### src/rtl/bsg_dmc_burst_client.sv
// Whole-burst client adapter for the DMC user interface: accepts one cache-line
// read or write request and sequences the app_* command, write-data and read-data ports.

package bsg_dmc_burst_client_pkg;
    typedef enum logic [2:0] {
        WR = 3'b000,
        RD = 3'b001
    } app_cmd_e;
endpackage

module bsg_dmc_burst_client
    import bsg_dmc_burst_client_pkg::*;
#(
    parameter int ui_addr_width_p    = 28,
    parameter int ui_data_width_p    = 32,
    parameter int burst_data_width_p = 128,
    localparam int beats_lp            = burst_data_width_p / ui_data_width_p,
    localparam int ui_mask_width_lp    = ui_data_width_p >> 3,
    localparam int burst_mask_width_lp = burst_data_width_p >> 3
) (
    input  logic                           clk_i,
    input  logic                           reset_i,

    input  logic                           req_v_i,
    input  logic                           req_write_i,
    input  logic [ui_addr_width_p-1:0]     req_addr_i,
    input  logic [burst_data_width_p-1:0]  req_data_i,
    input  logic [burst_mask_width_lp-1:0] req_mask_i,
    output logic                           req_ready_o,

    output logic                           resp_v_o,
    output logic [burst_data_width_p-1:0]  resp_data_o,
    input  logic                           resp_yumi_i,

    output logic [ui_addr_width_p-1:0]     app_addr_o,
    output app_cmd_e                       app_cmd_o,
    output logic                           app_en_o,
    input  logic                           app_rdy_i,
    output logic                           app_wdf_wren_o,
    output logic [ui_data_width_p-1:0]     app_wdf_data_o,
    output logic [ui_mask_width_lp-1:0]    app_wdf_mask_o,
    output logic                           app_wdf_end_o,
    input  logic                           app_wdf_rdy_i,
    input  logic                           app_rd_data_valid_i,
    input  logic [ui_data_width_p-1:0]     app_rd_data_i,
    input  logic                           app_rd_data_end_i,

    output logic                           busy_o
);

    localparam int cnt_width_lp = (beats_lp > 1) ? $clog2(beats_lp) : 1;
    localparam logic [cnt_width_lp-1:0] last_cnt_lp = cnt_width_lp'(beats_lp - 1);

    typedef enum logic [2:0] {
        IDLE  = 3'd0,
        CMD   = 3'd1,
        WDATA = 3'd2,
        RWAIT = 3'd3,
        RESP  = 3'd4
    } state_e;

    state_e state_r, state_n_s;

    logic                                            write_r;
    logic [ui_addr_width_p-1:0]                      addr_r;
    logic [beats_lp-1:0][ui_data_width_p-1:0]        data_r;
    logic [beats_lp-1:0][ui_mask_width_lp-1:0]       mask_r;
    logic [beats_lp-1:0][ui_data_width_p-1:0]        rdata_r;
    logic [cnt_width_lp-1:0]                         cnt_r;

    logic accept_s, cmd_done_s, wbeat_s, rbeat_s, last_beat_s;

    // Read-beat framing is done by counting; the end marker is not needed.
    logic unused_rd_end_s;
    assign unused_rd_end_s = app_rd_data_end_i;

    assign last_beat_s = (cnt_r == last_cnt_lp);

    // Handshake strobes qualified by the current state
    always_comb begin
        accept_s   = (state_r == IDLE)  && req_v_i;
        cmd_done_s = (state_r == CMD)   && app_rdy_i;
        wbeat_s    = (state_r == WDATA) && app_wdf_rdy_i;
        rbeat_s    = (state_r == RWAIT) && app_rd_data_valid_i;
    end

    // Next-state logic
    always_comb begin
        state_n_s = state_r;
        case (state_r)
            IDLE: begin
                if (req_v_i) state_n_s = CMD;
                else         state_n_s = IDLE;
            end
            CMD: begin
                if (app_rdy_i) state_n_s = write_r ? WDATA : RWAIT;
                else           state_n_s = CMD;
            end
            WDATA: begin
                if (app_wdf_rdy_i && last_beat_s) state_n_s = IDLE;
                else                              state_n_s = WDATA;
            end
            RWAIT: begin
                if (app_rd_data_valid_i && last_beat_s) state_n_s = RESP;
                else                                    state_n_s = RWAIT;
            end
            RESP: begin
                if (resp_yumi_i) state_n_s = IDLE;
                else             state_n_s = RESP;
            end
            default: state_n_s = IDLE;
        endcase
    end

    // State register
    always_ff @(posedge clk_i or posedge reset_i) begin
        if (reset_i) state_r <= IDLE;
        else         state_r <= state_n_s;
    end

    // Request capture, beat counter and read-burst assembly
    always_ff @(posedge clk_i or posedge reset_i) begin
        if (reset_i) begin
            write_r <= 1'b0;
            addr_r  <= '0;
            data_r  <= '0;
            mask_r  <= '0;
            rdata_r <= '0;
            cnt_r   <= '0;
        end else begin
            if (accept_s) begin
                write_r <= req_write_i;
                addr_r  <= req_addr_i;
                data_r  <= req_data_i;
                mask_r  <= req_mask_i;
            end
            // Counter returns to zero on the last beat so it never wraps
            if (cmd_done_s) begin
                cnt_r <= '0;
            end else if (wbeat_s || rbeat_s) begin
                cnt_r <= last_beat_s ? '0 : cnt_r + cnt_width_lp'(1);
            end
            if (rbeat_s) begin
                rdata_r[cnt_r] <= app_rd_data_i;
            end
        end
    end

    // Control outputs decoded from registered state only
    always_comb begin
        req_ready_o    = 1'b0;
        busy_o         = 1'b1;
        app_en_o       = 1'b0;
        app_cmd_o      = WR;
        app_wdf_wren_o = 1'b0;
        app_wdf_end_o  = 1'b0;
        resp_v_o       = 1'b0;
        case (state_r)
            IDLE: begin
                req_ready_o = 1'b1;
                busy_o      = 1'b0;
            end
            CMD: begin
                app_en_o  = 1'b1;
                app_cmd_o = write_r ? WR : RD;
            end
            WDATA: begin
                app_wdf_wren_o = 1'b1;
                app_wdf_end_o  = last_beat_s;
            end
            RWAIT: begin
                busy_o = 1'b1;
            end
            RESP: begin
                resp_v_o = 1'b1;
            end
            default: begin
                busy_o = 1'b1;
            end
        endcase
    end

    assign app_addr_o     = addr_r;
    assign app_wdf_data_o = data_r[cnt_r];
    assign app_wdf_mask_o = mask_r[cnt_r];
    assign resp_data_o    = rdata_r;

endmodule

### config.mk
export PLATFORM = sky130hd
export DESIGN_NAME = bsg_dmc_burst_client
export DESIGN_NICKNAME = d
export VERILOG_FILES = /design/src/rtl/bsg_dmc_burst_client.sv
export SDC_FILE = /design/constraint.sdc
export NUM_CORES = 1
export LEC_CHECK = 0
export ABC_AREA = 1
export CORE_MARGIN = 4
export CORE_UTILIZATION = 50
export DETAILED_ROUTE_END_ITERATION = 7
export PLACE_DENSITY = 0.91
export SLEW_MARGIN = 0
export SYNTH_ARGS = -nofsm -noshare
export SYNTH_HDL_FRONTEND = slang
export SYNTH_SLANG_ARGS = --single-unit
### constraint.sdc
create_clock -name clk_i -period 18.26 [get_ports clk_i]
set_input_delay 1.826 -clock clk_i [delete_from_list [all_inputs] [get_ports clk_i]]
set_output_delay 1.826 -clock clk_i [all_outputs]
set_load 0.01 [all_outputs]
==> flow_summary.yaml <==
worst_setup_path:
  worstSetupStartpointType: "flop"
  crit_path_max_fanout: 40
  worstPathArrival_ps: 2860
  rr_worst_depth: 8
  rr_startpoint: "state_r[1]"
  crit_required_ps: 16430
  criticalPathCategory: "flop to output pin"
  rrSetupSlack_ps: 14630
  end_kind: "output pin"
  critPathLaunch: "cnt_r[1]"
  r2r_end: "data_r[15]"
global_routing:
  grt.overflow.total: 0
  grtUsageMet3: 0.0805
  grt.busiest_layer: "met2"
  grt_usage: 0.286
  antenna_found_initial: 9
  grt_pass1_wl_um: 65000
  first_global_vias: 12200
  grt_util_met1: 0.338
  gr-usage-met2: 0.482
  grt_max_degree: 187
routing:
  drtAntennaViolNets: 0
  wl_um: 41700
  drc: 0
  wire_per_inst_um: 19.3
  firstDrtPassIters: 5
  viasPerCell: 5.58
  vias: 12100
  drt_iter0_markers: 1200
finish:
  final-instance-count-excl-fill: 2162
  fin_nets: 2018
  final_common_cell: "nand2_1"
  layout_common_cells: "nand2_1, clkdlybuf4s50_1, dfrtp_1, nand3_1, o21ai_0"
  synthToLayoutAreaGrowth_pct: 41.5
  n_fill_cell: 1661
  final_util: 0.719
  drive_gt1_frac: 0.0564
power:
  powerDensity_nw_per_um2: 175
  ir_drop_mv: 0.113
  p_leak_nw: 8.64
  power_mw: 3.17
die:
  die_area_um2: 28200
  start_util: 0.508
  core_area_um2: 25200
  fp.dieH_um: 168
  num_rows: 58
  io_pins: 414
  die_w_um: 168
synth:
  yosys.area.top_type: "dfrtp_1"
  syn_area_per_cell_um2: 8.82
  netlist.area_leader.share: 0.598
  yosysSeqAreaShare: 0.598
  ys_ff_latch: 306
  yosysUniqueCellTypes: 24
  ys_warn_count: 0
  netlist_instances: 1451
  netlist_area_um2: 12800
  synth_area_leaders: "dfrtp_1, nand2_1, nand3_1"
cts:
  clock-sinks: 306
  cts_setup_buffers: 0
  h-tree-depth: 2
  hold_buffers: 0
  clkTransAtPathRegs_ps: 60
  clk_latency_ps: 510
  cts_made_buffers: 34
  cts_tree: "built"
  clk_path_buf_depth: 3
  cts_root_buf: "clkbuf_16"
  post_cts_resized: 0
hold_path:
  min-delay-start: "data_r[95]"
  hold_path_class: "flop to flop"
  holdPathEnd: "data_r[95]"
  hold_depth: 2
sta:
  tightest_slew_ps: 1280
  fmax_mhz: 213
  finalWorstSetupSlack_ps: 13570
  fin_skew_ps: 11.2
  rsz0062_at_grt: "false"
  period_minus_slack_ps: 4690
  finalSetupTns_ps: 0
  slew_headroom: 0.145
  finalSetupViolCount: 0
  drv_slew: 0
  post-route-period-util: 0.257
  finalHoldViolCount: 0
run:
  cap_violations: 0
placed_design:
  dp_slack_ps: 14030
  gp_congestion: 0.894
  place_hpwl_um: 27000
  dp_cells: 2095
  port_buffers: 410
status:
  outcome: "finished clean"
[metrics by stage]
| stage | area (µm²) | hold WS, ps |
|---|---|---|
| 3_3_place_gp | 16900 | 448 |
| 4_1_cts | 18100 | 467 |
| 5_1_grt | 18100 | 485 |
| 2_1_floorplan | 12800 | 437 |
| 6_report | 18100 | 464 |
| 3_5_place_dp | 16900 | 453 |
[registers in the layout, summed over array words and instances, names as in the netlist]
name and flops:
app_addr_o 28, cnt_r 2, data_r 128, mask_r 16, resp_data_o 128, state_r 3, write_r 1
[power by group]
| part | internal [mW] | total (mW) | switching [mW] |
|---|---|---|---|
| registers | 0.968 | 1.14 | 0.167 |
| clock network | 0.439 | 0.711 | 0.272 |
| logic | 0.607 | 1.33 | 0.720 |
[final cells by class]
cell class | count | area [µm²] | area share
antenna | 5 | 12.5 | 0.000691
clock buffer | 52 | 1080 | 0.0598
clock inverter | 10 | 115 | 0.00636
inverter | 44 | 173 | 0.00953
multi-input combinational | 995 | 4470 | 0.247
sequential | 306 | 7660 | 0.423
tap | 330 | 413 | 0.0228
timing repair buffer | 420 | 4190 | 0.231
[Yosys cell counts]
cell      count
nand3_1     177
nand2_2       3
buf_6         6
o21ai_2      21
o22ai_1      36
nor2_1       75
dfrtp_1     306
buf_2        52
nor2_2        1
clkbuf_1     43
inv_1        41
nand3_2       1
inv_2         3
nand2_1     486
o21ai_1      74
conb_1        1
nor2_4        2
buf_4         4
nor4_1        1
nand4_1       4
o21ai_0     107
buf_1         2
nor3_1        1
ha_1          4
[layer usage]
layer / routed length [µm] / up-vias
met2: 20300 / 682
li1: - / 5443
met5: 51 / -
met4: 2150 / 8
met3: 4340 / 139
met1: 14800 / 5789
[worst max path at each step]
stage,slack [ps],endpoint
detailed placement,14030,data_r[33]
floorplan,7970,app_addr_o[0]
global placement,14070,data_r[124]
CTS,13580,app_wdf_data_o[25]
global route,13400,app_wdf_data_o[25]
finish,13570,app_wdf_data_o[25]
[cells by family (layout without fill, tap and decap cells)]
logic type      count (synthesis)  after routing  synth area share
compound gates                238            238             0.103
fa+ha+maj                       4              4           0.00391
buf+inv                       151            526            0.0540
flops                         306            306             0.598
other cells                     1              7          0.000293
simple gates                  751            751             0.241
[critical path, cell delays in order, from the launching register on]
cell and delay (ps):
dfrtp_1 360, buf_4 280, inv_1 340, buf_4 410, o21ai_0 180, o22ai_1 160
clkdlybuf4s50_1 620
No activity file was read; power rests on OpenSTA's default activity.
